`config.mk`:
```
export PLATFORM = sky130hd
export DESIGN_NAME = seg7_scan_driver
export DESIGN_NICKNAME = d
export VERILOG_FILES = /design/src/rtl/seg7_pkg.sv /design/src/rtl/hex_to_seg7.sv /design/src/rtl/seg7_scan_driver.sv
export SDC_FILE = /design/constraint.sdc
export NUM_CORES = 1
export LEC_CHECK = 0
export ABC_AREA = 1
export CAP_MARGIN = 30
export CORE_MARGIN = 3
export CORE_UTILIZATION = 60
export DETAILED_ROUTE_END_ITERATION = 16
export PLACE_DENSITY = 0.86
export SYNTH_ARGS = -nofsm -noshare
export SYNTH_HDL_FRONTEND = slang
export SYNTH_HIERARCHICAL = 1
export SYNTH_SLANG_ARGS = --single-unit
export TNS_END_PERCENT = 50
```
`constraint.sdc`:
```
create_clock -name clk -period 5.5 [get_ports clk]
set_clock_uncertainty 0.1 [all_clocks]
set_input_delay 1.1 -clock clk [delete_from_list [all_inputs] [get_ports clk]]
set_output_delay 1.1 -clock clk [all_outputs]
set_load 0.02 [all_outputs]
```
`src/rtl/seg7_pkg.sv`:
```
// Shared constants for the 7-segment scan driver: active-high hex glyphs,
// segment bit positions and the polarity helper.
package seg7_pkg;

  localparam int SEG_A = 6;
  localparam int SEG_B = 5;
  localparam int SEG_C = 4;
  localparam int SEG_D = 3;
  localparam int SEG_E = 2;
  localparam int SEG_F = 1;
  localparam int SEG_G = 0;

  // Active-high glyphs, bit 6 = a ... bit 0 = g.
  localparam logic [6:0] SEG_TABLE [16] = '{
    7'b1111110, 7'b0110000, 7'b1101101, 7'b1111001,
    7'b0110011, 7'b1011011, 7'b1011111, 7'b1110000,
    7'b1111111, 7'b1111011, 7'b1110111, 7'b0011111,
    7'b1001110, 7'b0111101, 7'b1001111, 7'b1000111
  };

  function automatic logic [6:0] apply_pol(input logic [6:0] seg_hi, input logic active_low);
    return active_low ? ~seg_hi : seg_hi;
  endfunction

endpackage

```
`src/rtl/hex_to_seg7.sv`:
```
// Combinational hex nibble to active-high 7-segment glyph.
// Zero latency; pure lookup.
module hex_to_seg7
  import seg7_pkg::*;
(
  input  logic [3:0] nib_i,
  output logic [6:0] seg_o
);

  assign seg_o = SEG_TABLE[nib_i];

endmodule

```
`src/rtl/seg7_scan_driver.sv`:
```
// Multiplexed common-anode 7-segment driver with frame-synchronous input capture.
// Outputs are registered and reflect the scan position with one cycle of latency.
module seg7_scan_driver
  import seg7_pkg::*;
#(
  parameter int NUM_DIGITS     = 4,
  parameter int REFRESH_DIV    = 50000,
  parameter int DEAD_CYCLES    = 16,
  parameter bit SEG_ACTIVE_LOW = 1'b1,
  parameter bit AN_ACTIVE_LOW  = 1'b1,
  parameter bit LZ_BLANK       = 1'b0
) (
  input  logic                    clk,
  input  logic                    rst,
  input  logic                    en,
  input  logic [4*NUM_DIGITS-1:0] digits_i,
  input  logic [NUM_DIGITS-1:0]   dp_i,
  input  logic [NUM_DIGITS-1:0]   blank_i,
  output logic [6:0]              seg_o,
  output logic                    dp_o,
  output logic [NUM_DIGITS-1:0]   an_o,
  output logic                    frame_tick_o
);

  localparam int CNT_W = $clog2(REFRESH_DIV);
  localparam int IDX_W = (NUM_DIGITS > 1) ? $clog2(NUM_DIGITS) : 1;

  localparam logic [6:0]            SEG_OFF = apply_pol(7'h00, SEG_ACTIVE_LOW);
  localparam logic                  DP_OFF  = SEG_ACTIVE_LOW;
  localparam logic [NUM_DIGITS-1:0] AN_OFF  = AN_ACTIVE_LOW ? {NUM_DIGITS{1'b1}} : {NUM_DIGITS{1'b0}};

  logic [CNT_W-1:0]        cnt_q, cnt_d;
  logic [IDX_W-1:0]        idx_q, idx_d;
  logic [4*NUM_DIGITS-1:0] sh_dig_q, sh_dig_d;
  logic [NUM_DIGITS-1:0]   sh_dp_q, sh_dp_d;
  logic [NUM_DIGITS-1:0]   sh_blank_q, sh_blank_d;
  logic [6:0]              seg_q, seg_d;
  logic                    dp_q, dp_d;
  logic [NUM_DIGITS-1:0]   an_q, an_d;
  logic                    tick_q, tick_d;

  logic                    slot_end;
  logic                    frame_end;
  logic                    zero_run;
  logic [NUM_DIGITS-1:0]   lz_blank;
  logic [NUM_DIGITS-1:0]   eff_blank;
  logic [3:0]              cur_nib;
  logic [6:0]              cur_seg;
  logic                    cur_blank;

  always_comb begin
    cnt_d      = cnt_q;
    idx_d      = idx_q;
    sh_dig_d   = sh_dig_q;
    sh_dp_d    = sh_dp_q;
    sh_blank_d = sh_blank_q;
    tick_d     = 1'b0;
    slot_end   = (cnt_q == CNT_W'(REFRESH_DIV - 1));
    frame_end  = slot_end && (idx_q == IDX_W'(NUM_DIGITS - 1));
    if (en) begin
      if (slot_end) begin
        cnt_d = '0;
        idx_d = frame_end ? '0 : idx_q + 1'b1;
      end else begin
        cnt_d = cnt_q + 1'b1;
      end
      // Inputs are only taken at the frame boundary so a frame never mixes old and new values.
      if (frame_end) begin
        sh_dig_d   = digits_i;
        sh_dp_d    = dp_i;
        sh_blank_d = blank_i;
        tick_d     = 1'b1;
      end
    end
  end

  // Walk from the most significant digit; a digit is a leading zero while every digit above it is zero too.
  always_comb begin
    zero_run = 1'b1;
    lz_blank = '0;
    for (int i = NUM_DIGITS - 1; i >= 0; i--) begin
      zero_run = zero_run & (sh_dig_q[4*i +: 4] == 4'h0);
      if (i > 0) begin
        lz_blank[i] = zero_run;
      end
    end
    eff_blank = sh_blank_q | ({NUM_DIGITS{LZ_BLANK}} & lz_blank);
  end

  assign cur_nib   = sh_dig_q[{idx_q, 2'b00} +: 4];
  assign cur_blank = eff_blank[idx_q];

  hex_to_seg7 u_hex (
    .nib_i (cur_nib),
    .seg_o (cur_seg)
  );

  always_comb begin
    seg_d = SEG_OFF;
    dp_d  = DP_OFF;
    an_d  = AN_OFF;
    // Anodes stay off for the dead window at the start of each slot to stop ghosting.
    if (en && (cnt_q >= CNT_W'(DEAD_CYCLES))) begin
      an_d = AN_OFF ^ (NUM_DIGITS'(1) << idx_q);
      if (!cur_blank) begin
        seg_d = apply_pol(cur_seg, SEG_ACTIVE_LOW);
        dp_d  = sh_dp_q[idx_q] ^ SEG_ACTIVE_LOW;
      end
    end
  end

  always_ff @(posedge clk or posedge rst) begin
    if (rst) begin
      cnt_q      <= '0;
      idx_q      <= '0;
      sh_dig_q   <= '0;
      sh_dp_q    <= '0;
      sh_blank_q <= '1;
      seg_q      <= SEG_OFF;
      dp_q       <= DP_OFF;
      an_q       <= AN_OFF;
      tick_q     <= 1'b0;
    end else begin
      cnt_q      <= cnt_d;
      idx_q      <= idx_d;
      sh_dig_q   <= sh_dig_d;
      sh_dp_q    <= sh_dp_d;
      sh_blank_q <= sh_blank_d;
      seg_q      <= seg_d;
      dp_q       <= dp_d;
      an_q       <= an_d;
      tick_q     <= tick_d;
    end
  end

  assign seg_o        = seg_q;
  assign dp_o         = dp_q;
  assign an_o         = an_q;
  assign frame_tick_o = tick_q;

endmodule
```
# Yosys cells after proc, flatten, opt, wreduce, memory -nomap -nowiden
# Memory sizes are Yosys's and may differ from the RTL's.
# Index checks and enable logic that the tools add are counted.
[totals]
register_bits = 55
rom_bits = 112
input_bits = 27
n_memories = 1
[classes]
n_addsub = 2
n_lt_le_gt_ge = 3
n_eq_ne = 2
shift = 2
n_mux = 15
n_bitwise = 4
reduce_logical = 4
[memory_table]
columns = ["name", "depth", "width", "read_ports", "rd_clocked_by_memory_dff", "wr", "line_no", "rtl"]
rows = [
  ["(no name shown)", 16, 7, 1, 0, 0, "hex_to_seg7.sv:10", "assign seg_o = SEG_TABLE[nib_i];"],
]
[op_table]
columns = ["cell", "count"]
rows = [
  ["7-bit 2-to-1 mux", 4],
  ["16-bit by 1-bit adder with 16-bit output, second input constant", 1],
  ["16-bit == test, second input constant", 1],
  ["16-bit by 5-bit greater-or-equal comparator with 1-bit output, second input constant", 1],
  ["16-bit 2-to-1 mux", 1],
  ["16-bit by 5-bit indexed part select with 4-bit output", 1],
  ["7-bit inverter", 1],
  ["1-bit 2-to-1 mux", 6],
  ["5-bit greater-or-equal comparator, second input constant", 1],
  ["4-bit inverter with 5-bit output", 1],
  ["1-bit binary-select mux with 2-bit select", 2],
  ["4-bit 2-to-1 mux", 1],
  ["4-bit inverter", 1],
  ["2-bit AND reduction", 2],
  ["1-bit by 2-bit << shifter with 4-bit output, first input constant", 1],
  ["2-bit by 3-bit < comparator with 1-bit output, second input constant", 1],
  ["2-bit by 1-bit adder with 2-bit output, second input constant", 1],
  ["2-bit == test, second input constant", 1],
  ["1-bit logical AND", 2],
  ["2-bit 2-to-1 mux", 1],
  ["1-bit inverter", 1],
]

# Longest topological paths before layout
# Gate-level depths: netlist of run 1.
[depth]
ltp_word = 8
depth_mapped = 12

# Cells and area by module
# The synthesis of run 1 kept the hierarchy.
[by_module_without_submodules]
columns = ["module", "instances", "cells_each", "area_each_um2"]
rows = [
  ["seg7_scan_driver", 1, 345, 2826.5],
  ["hex_to_seg7", 1, 52, 270.3],
]

# Worst setup path before layout of run 1
# No wires, ideal clock.
[synth_timing]
path_kind = "reg2reg"
from = "reg idx_q[0]"
to = "reg seg_q[3] (netlist: seg_o[3])"
setup_time_ns = 0.087
t_arrival_ns = 1.925
t_required_ns = 5.313
path_slack_ns = 3.389
path_stages_with_launch = 12
path_cell_list = "dfrtp_1 > inv_1 > clkbuf_1 > o21ai_0 > o22ai_1 > inv_1 > ha_1 > nand2_1 > o21ai_0 > nand2_1 > nand2_1 > nand3_1"
[synth_between]
elab_chain_cells = 8
[synth_lines]
columns = ["element", "line_no", "rtl"]
rows = [
  ["start: declaration", "seg7_scan_driver.sv:33", "logic [IDX_W-1:0] idx_q, idx_d;"],
  ["start signal: assignment", "seg7_scan_driver.sv:125", "idx_q <= idx_d;"],
  ["16-bit by 5-bit indexed part select with 4-bit output", "seg7_scan_driver.sv:90", "assign cur_nib = sh_dig_q[{idx_q, 2'b00} +: 4];"],
  ["named net cur_nib[1]", "seg7_scan_driver.sv:47", "logic [3:0] cur_nib;"],
  ["4-bit inverter with 5-bit output (implied by the code)", "hex_to_seg7.sv:10", ""],
  ["memory read 16 x 7 bit", "n/a", ""],
  ["7-bit 2-to-1 mux (implied by the code) (2 in a row)", "hex_to_seg7.sv:10", ""],
  ["named net cur_seg[3]", "seg7_scan_driver.sv:48", "logic [6:0] cur_seg;"],
  ["7-bit inverter", "seg7_pkg.sv:22", "return active_low ? ~seg_hi : seg_hi;"],
  ["7-bit 2-to-1 mux", "seg7_scan_driver.sv:105", "if (!cur_blank) begin"],
  ["7-bit 2-to-1 mux", "seg7_scan_driver.sv:103", "if (en && (cnt_q >= CNT_W'(DEAD_CYCLES))) begin"],
  ["named net seg_d[3]", "seg7_scan_driver.sv:37", "logic [6:0] seg_q, seg_d;"],
  ["end signal: assignment", "seg7_scan_driver.sv:129", "seg_q <= seg_d;"],
  ["end: declaration", "seg7_scan_driver.sv:37", ""],
]
# The timed path passes the listed nets, and every way through them passes these cells. The select of a mux whose other input is x is not followed.
# A chain may end at the register's enable or synchronous reset.

# Worst setup path in the final report of run 1
[layout_timing]
from = "in en"
to = "reg seg_q[6] (netlist: seg_o[6])"
[layout_between]
elab_chain_cells = 2
[layout_lines]
columns = ["element", "line_no", "rtl"]
rows = [
  ["start: declaration", "seg7_scan_driver.sv:15", "input logic en,"],
  ["1-bit logical AND", "seg7_scan_driver.sv:103", ""],
  ["7-bit 2-to-1 mux", "seg7_scan_driver.sv:103", ""],
  ["named net seg_d[6]", "seg7_scan_driver.sv:37", ""],
]
# The timed path passes the listed nets, and every way through them passes these cells.

==> metrics.txt, run 1 <==
# rows 25; PD cells 245 mW/mm^2; Design Power just under 900 uW; via count of the first global-routing pass 2532; antenna cell count 0; area of the mapped netlist 0.00310 mm^2; RSZ-0062 raised after global routing false; drt wl/cell 13.1 um; CP startpoint kind input port; Synth Warn # 6; slowest CP cell a21oi_1; CTS Hold Buffers Added 0; count leader, synth nand2_1; Via-to-Cell Ratio 5.35; cell area after layout 0.00362 mm^2; cells after synthesis 397; Max-slew headroom 0.468; Main synth FF type dfrtp_1; initial antenna violation count 0; Boundary Pins 40; Seq/Total Area, Yosys 0.451; crit path cell chain clkdlybuf4s50_1 -> buf_4 -> inv_2 -> a21oi_1 -> nand3_1; DRT iter0 DRCs between 150 and 200; port buffer count 39; first-pass GRT wire length 11.3 mm; CTS tree done; Seq cells post-synth 55; Routed Antenna Nets 0; Fmax 366 MHz; setup TNS 0 ns; Leak 0.00181 uW; clock sinks 55; final wirelength 6.54 mm; core box area 0.00485 mm^2; crit-path max FO 34; clk slew on worst S/H paths 0.09 ns; drc violations 0; Post-CTS Resized 0; Die Wd slightly below 80 um; hpwl dp ~4.4 mm; share of cells above drive strength 1 0.125; Hold Crit Class reg2reg; Slew Limit Fails 0; Final Hold Vio Count 0; CTS buffer count 5; final net count between 400 and 500; via count 2663; Mapped Nets 437; Pre-antenna DRT Iters 4; non-filler instance count after layout 498; CP Capture Type flip-flop; placed insts 489; DIE AREA 0.00606 mm^2; Syn Area/Cell between 7 and 8 um^2; Post-synth top cells nand2_1 (130), dfrtp_1 (39), inv_1 (38); total track usage 0.233; kind of critical path in2reg; endpoints failing setup 0; RePlAce Congestion 0.910; synth top area cells dfrtp_1 (32%), nand2_1 (16%), dfstp_2 (14%); Clock Tree Buf Depth 2; result of the run finished clean; Synth top area share 0.315; peak supply drop 0.129 mV; Yosys top cell by area dfrtp_1; Clock Latency Late Sink 0.31 ns; Die Y about 78 um; area grow syn2layout 16.9%; Synth async-reset ratio 1.00; root buffer cell clkbuf_8; H-tree Lvls 2; number of flops mapped to enable cells by yosys 0; # fillers 394; Initial Utilization 0.639; Worst EP arrival ~2.8 ns; CP peak stage delay between 0.6 and 0.7 ns; largest net degree at the start of global routing 56; max_cap viols 0; Slew @ Worst Pin 0.798 ns; GRT overflow 0; Cell Area, Placed between 0.003 and 0.004 mm^2; minimum clock period 2.73 ns; Worst Path Required 5.60 ns; Netlist cell types 27; fin crit share 0.497; Post-CTS Setup Repair Bufs 0
[sequential cells by signal, indices dropped and copies added, names as in the netlist]
name          cells
cnt_q            16
seg_o             7
sh_dig_q         16
an_o              4
idx_q             2
sh_dp_q           4
dp_o              1
eff_blank         4
frame_tick_o      1
[worst max-delay path: cells and delay by family]
family                 cells  cell delay [ns]
buffers and inverters      3             0.91
AOI/OAI and AO/OA          1             0.64
and+or+nand+nor            1             0.16
[path summary, 6_finish.rpt]
kind                                                from                       end  slack, ns  cells past startpoint
worst max-delay path                                  en        seg_o[6]$_DFF_PP1_       2.77                      5
worst min-delay path            eff_blank[3]$_DFFE_PP1P_  eff_blank[3]$_DFFE_PP1P_       0.37                      2
worst max register to register      idx_q[0]$_DFFE_PP0P_        seg_o[3]$_DFF_PP1_       2.86                     10
worst min register to register  eff_blank[3]$_DFFE_PP1P_  eff_blank[3]$_DFFE_PP1P_       0.37                      2
max in group asynchronous                            rst      cnt_q[2]$_DFFE_PP0P_       3.67                      3
min in group asynchronous                            rst      cnt_q[8]$_DFFE_PP0P_       1.18                      3
[layout make-up]
cell class              count  area [um^2]  share of cell area
clock buffers               6         82.6              0.0228
clock inverters             2         35.0             0.00968
inverters                  48          180              0.0498
multi-input cells         278         1410               0.389
flip-flops and latches     55         1400               0.386
well taps                  67         83.8              0.0232
repair buffers             42          433               0.120
[where the power goes]
part	internal (uW)	total, uW	switching, uW
combinational	56.8	135	78.0
sequential	435	476	40.8
clock	147	277	130
[placed cells by master (no fill, tap or decap), drive strengths merged]
master / netlist / layout
nand3: 26 / 26
inv: 48 / 48
xor2: 6 / 6
nand2: 135 / 135
clkbuf: 2 / 6
o21ai: 15 / 15
dfstp: 16 / 16
o22ai: 6 / 6
nor3: 1 / 1
buf: 14 / 3
bufinv: 0 / 1
clkinv: 0 / 1
or2: 1 / 1
a21oi: 3 / 3
dfrtp: 39 / 39
nor2: 43 / 43
clkdlybuf4s50: 0 / 39
o21bai: 1 / 1
ha: 13 / 13
nand4: 28 / 28
[routing by layer]
layer	track usage	up-vias	part of all wire
li1	-	1313	-
met1	0.303	1260	0.44
met2	0.394	82	0.50
met3	0.0302	8	0.049
met4	0.0872	0	0.012
met5	0	-	0
[cells by family (layout without fill, tap and decap cells)]
logic type               count (synthesis)  after routing  share of synthesized area
AND/OR/NAND/NOR                        234            234                      0.342
buffers and inverters                   64             98                     0.0941
flip-flops                              55             55                      0.451
AO/OA/AOI/OAI                           25             25                     0.0436
adder cells (fa/ha/maj)                 13             13                     0.0525
XOR/XNOR                                 6              6                     0.0170
[through the flow]
step                      utilization  setup WS, ns  hold WS [ns]
after floorplan                     -          2.98         0.344
after global placement          0.717          2.50         0.361
after detailed placement        0.717          2.45         0.360
after CTS                       0.741          2.77         0.375
after global routing            0.747          2.56         0.388
final                           0.747          2.77         0.373
Power figures use the tool's default switching activity.
==> inputs of run 2 (changes only) <==
Settings changed: CORE_UTILIZATION 60 to 50, PLACE_DENSITY 0.86 to 0.76.
Clock period 5.5 ns to 2.41 ns, I/O delays scaled along.
==> metrics.txt, run 2 (same netlist as run 1, synthesis figures left out) <==
most used cell, CP nand2_1; final wirelength 6.36 mm (was 6.54 mm); reg2reg start idx_q[0]$_DFFE_PP0P_ (unchanged); # fillers 542 (was 394); RePlAce Congestion 0.927 (was 0.910); RSZ-0062 raised after global routing false (unchanged); largest net degree at the start of global routing 39 (was 56); Worst R2R End seg_o[3]$_DFF_PP1_ (unchanged); via count 2606 (was 2663); Die Wd 84.7 um (was 77.8 um); GRT overflow 0 (unchanged); CTS tree done (unchanged); Clock Tree Buf Depth 2 (unchanged); max_cap viols 0 (unchanged); Clock Latency Late Sink 0.32 ns (was 0.31 ns); peak supply drop 0.388 mV (was 0.129 mV); core box area 0.00596 mm^2 (was 0.00485 mm^2); Worst Path Required 2.57 ns (was 5.60 ns); Pre-antenna DRT Iters 4 (unchanged); Hold Crit Class in2async (was reg2reg); first-pass GRT wire length 11.2 mm (was 11.3 mm); Routed Antenna Nets 0 (unchanged); Slew Limit Fails 0 (unchanged); CP startpoint kind flip-flop (was input port); area grow syn2layout 18.9% (was 16.9%); CP Launch Point idx_q[0]$_DFFE_PP0P_ (was en); setup TNS 0 ns (unchanged); Die Y 84.7 um (was 77.8 um); crit path cell chain inv_2 -> o21ai_0 -> o22ai_2 -> inv_1 -> ha_1 -> nand2_1 -> o21ai_0 -> nand2_1 -> nand2_1 -> nand3_1 (was clkdlybuf4s50_1 -> buf_4 -> inv_2 -> a21oi_1 -> nand3_1); initial antenna violation count 0 (unchanged); DRT iter0 DRCs 95 (was 188); Final Hold Vio Count 0 (unchanged); Worst EP arrival 2.37 ns (was 2.83 ns); clk slew on worst S/H paths 0.10 ns (was 0.09 ns); via count of the first global-routing pass 2376 (was 2532); antenna cell count 0 (unchanged); slowest CP cell dfrtp_1 (was a21oi_1); FF-to-FF setup slack 0.20 ns (was 2.86 ns); DIE AREA 0.00717 mm^2 (was 0.00606 mm^2); total track usage 0.192 (was 0.233); worst reg2reg path depth 10 (unchanged); root buffer cell clkbuf_8 (unchanged); share of cells above drive strength 1 0.140 (was 0.125); drt wl/cell 12.5 um (was 13.1 um); CTS Hold Buffers Added 0 (unchanged); CP peak stage delay 0.62 ns (was 0.64 ns); cell area after layout 0.00368 mm^2 (was 0.00362 mm^2); endpoints failing setup 0 (unchanged); result of the run finished clean (unchanged); Max-slew headroom 0.623 (was 0.468); most common cell after layout, fill and taps aside nand2_1 (unchanged); # rows 28 (was 25); Post-CTS Resized 0 (unchanged); Boundary Pins 40 (unchanged); kind of critical path reg2reg (was in2reg); Fmax 453 MHz; Slew @ Worst Pin 0.565 ns (was 0.798 ns); drc violations 0 (unchanged); crit-path max FO 16 (was 34); Finished Core Util 0.618 (was 0.747); CP Capture Type flip-flop (unchanged); Leak 0.00183 uW (was 0.00181 uW); final net count 474 (was 470); H-tree Lvls 2 (unchanged); PD cells 576 mW/mm^2 (was 245 mW/mm^2); fin crit share 0.916; commonest cells after routing, fill and taps aside nand2_1 (130), dfrtp_1 (39), clkdlybuf4s50_1 (39) (unchanged); Cell Area, Placed 0.00353 mm^2 (was 0.00347 mm^2); port buffer count 39 (unchanged); clock sinks 55 (unchanged); Post-CTS Setup Repair Bufs 0 (unchanged); Via-to-Cell Ratio 5.11 (was 5.35); hpwl dp 4.55 mm (was 4.42 mm); minimum clock period 2.21 ns; CTS buffer count 5 (unchanged); Initial Utilization 0.520 (was 0.639)
[run 2: cell types whose count changed in the layout (fill, tap and decap cells not counted)]
cell	change
clkinv_2	-1
clkbuf_8	-1
inv_1	-1
buf_4	+4
bufinv_16	+1
o22ai_1	-2
clkinvlp_4	+1
inv_2	+1
o22ai_2	+2
buf_12	+1
buf_16	-1
[run 2: report_power, final]
part           internal (uW)  switching, uW
Clock                    414            313
Sequential               993           95.3
Combinational            133            173
[run 2: area by class of cell]
class | count | area, um^2 | area share
clock buffers | 5 | 68.8 | 0.0187
multi-input cells | 278 | 1420 | 0.386
inverters | 48 | 180 | 0.0489
repair buffers | 46 | 455 | 0.124
clock inverters | 3 | 67.6 | 0.0183
flip-flops and latches | 55 | 1400 | 0.379
well taps | 75 | 93.8 | 0.0255
[run 2: routing by layer]
metal  track usage  up-vias  wire length, um
li1              -     1333                -
met1         0.277     1215             3110
met2         0.295       52             2860
met3        0.0373        6              308
met4        0.0518        0               77
met5             0        -                0
[run 2: through the flow]
| stage | cells | power (uW) | setup WS, ns | hold WS, ns |
|---|---|---|---|---|
| after global routing | 510 | 2240 | 0.0212 | 0.393 |
| after floorplan | 397 | 1310 | 0.299 | 0.344 |
| after global placement | 502 | 1400 | 0.274 | 0.361 |
| after detailed placement | 502 | 1410 | 0.133 | 0.366 |
| after CTS | 510 | 2140 | 0.105 | 0.374 |
| final | 510 | 2120 | 0.203 | 0.364 |
[run 2: worst max-delay path by stage]
| stage | to |
|---|---|
| 6_report | seg_o[3]$_DFF_PP1_ |
| 3_3_place_gp | seg_o[3]$_DFF_PP1_ |
| 2_1_floorplan | seg_o[3]$_DFF_PP1_ |
| 5_1_grt | seg_o[3]$_DFF_PP1_ |
| 3_5_place_dp | seg_o[3]$_DFF_PP1_ |
| 4_1_cts | seg_o[3]$_DFF_PP1_ |
[run 2: worst max-delay path, delay by kind of cell (launching register included)]
kind	cells	cell delay, ns
and+or+nand+nor	4	0.30
buffers and inverters	2	0.32
adders and majority gates	1	0.25
DFF	1	0.62
AOI/OAI and AO/OA	3	0.55
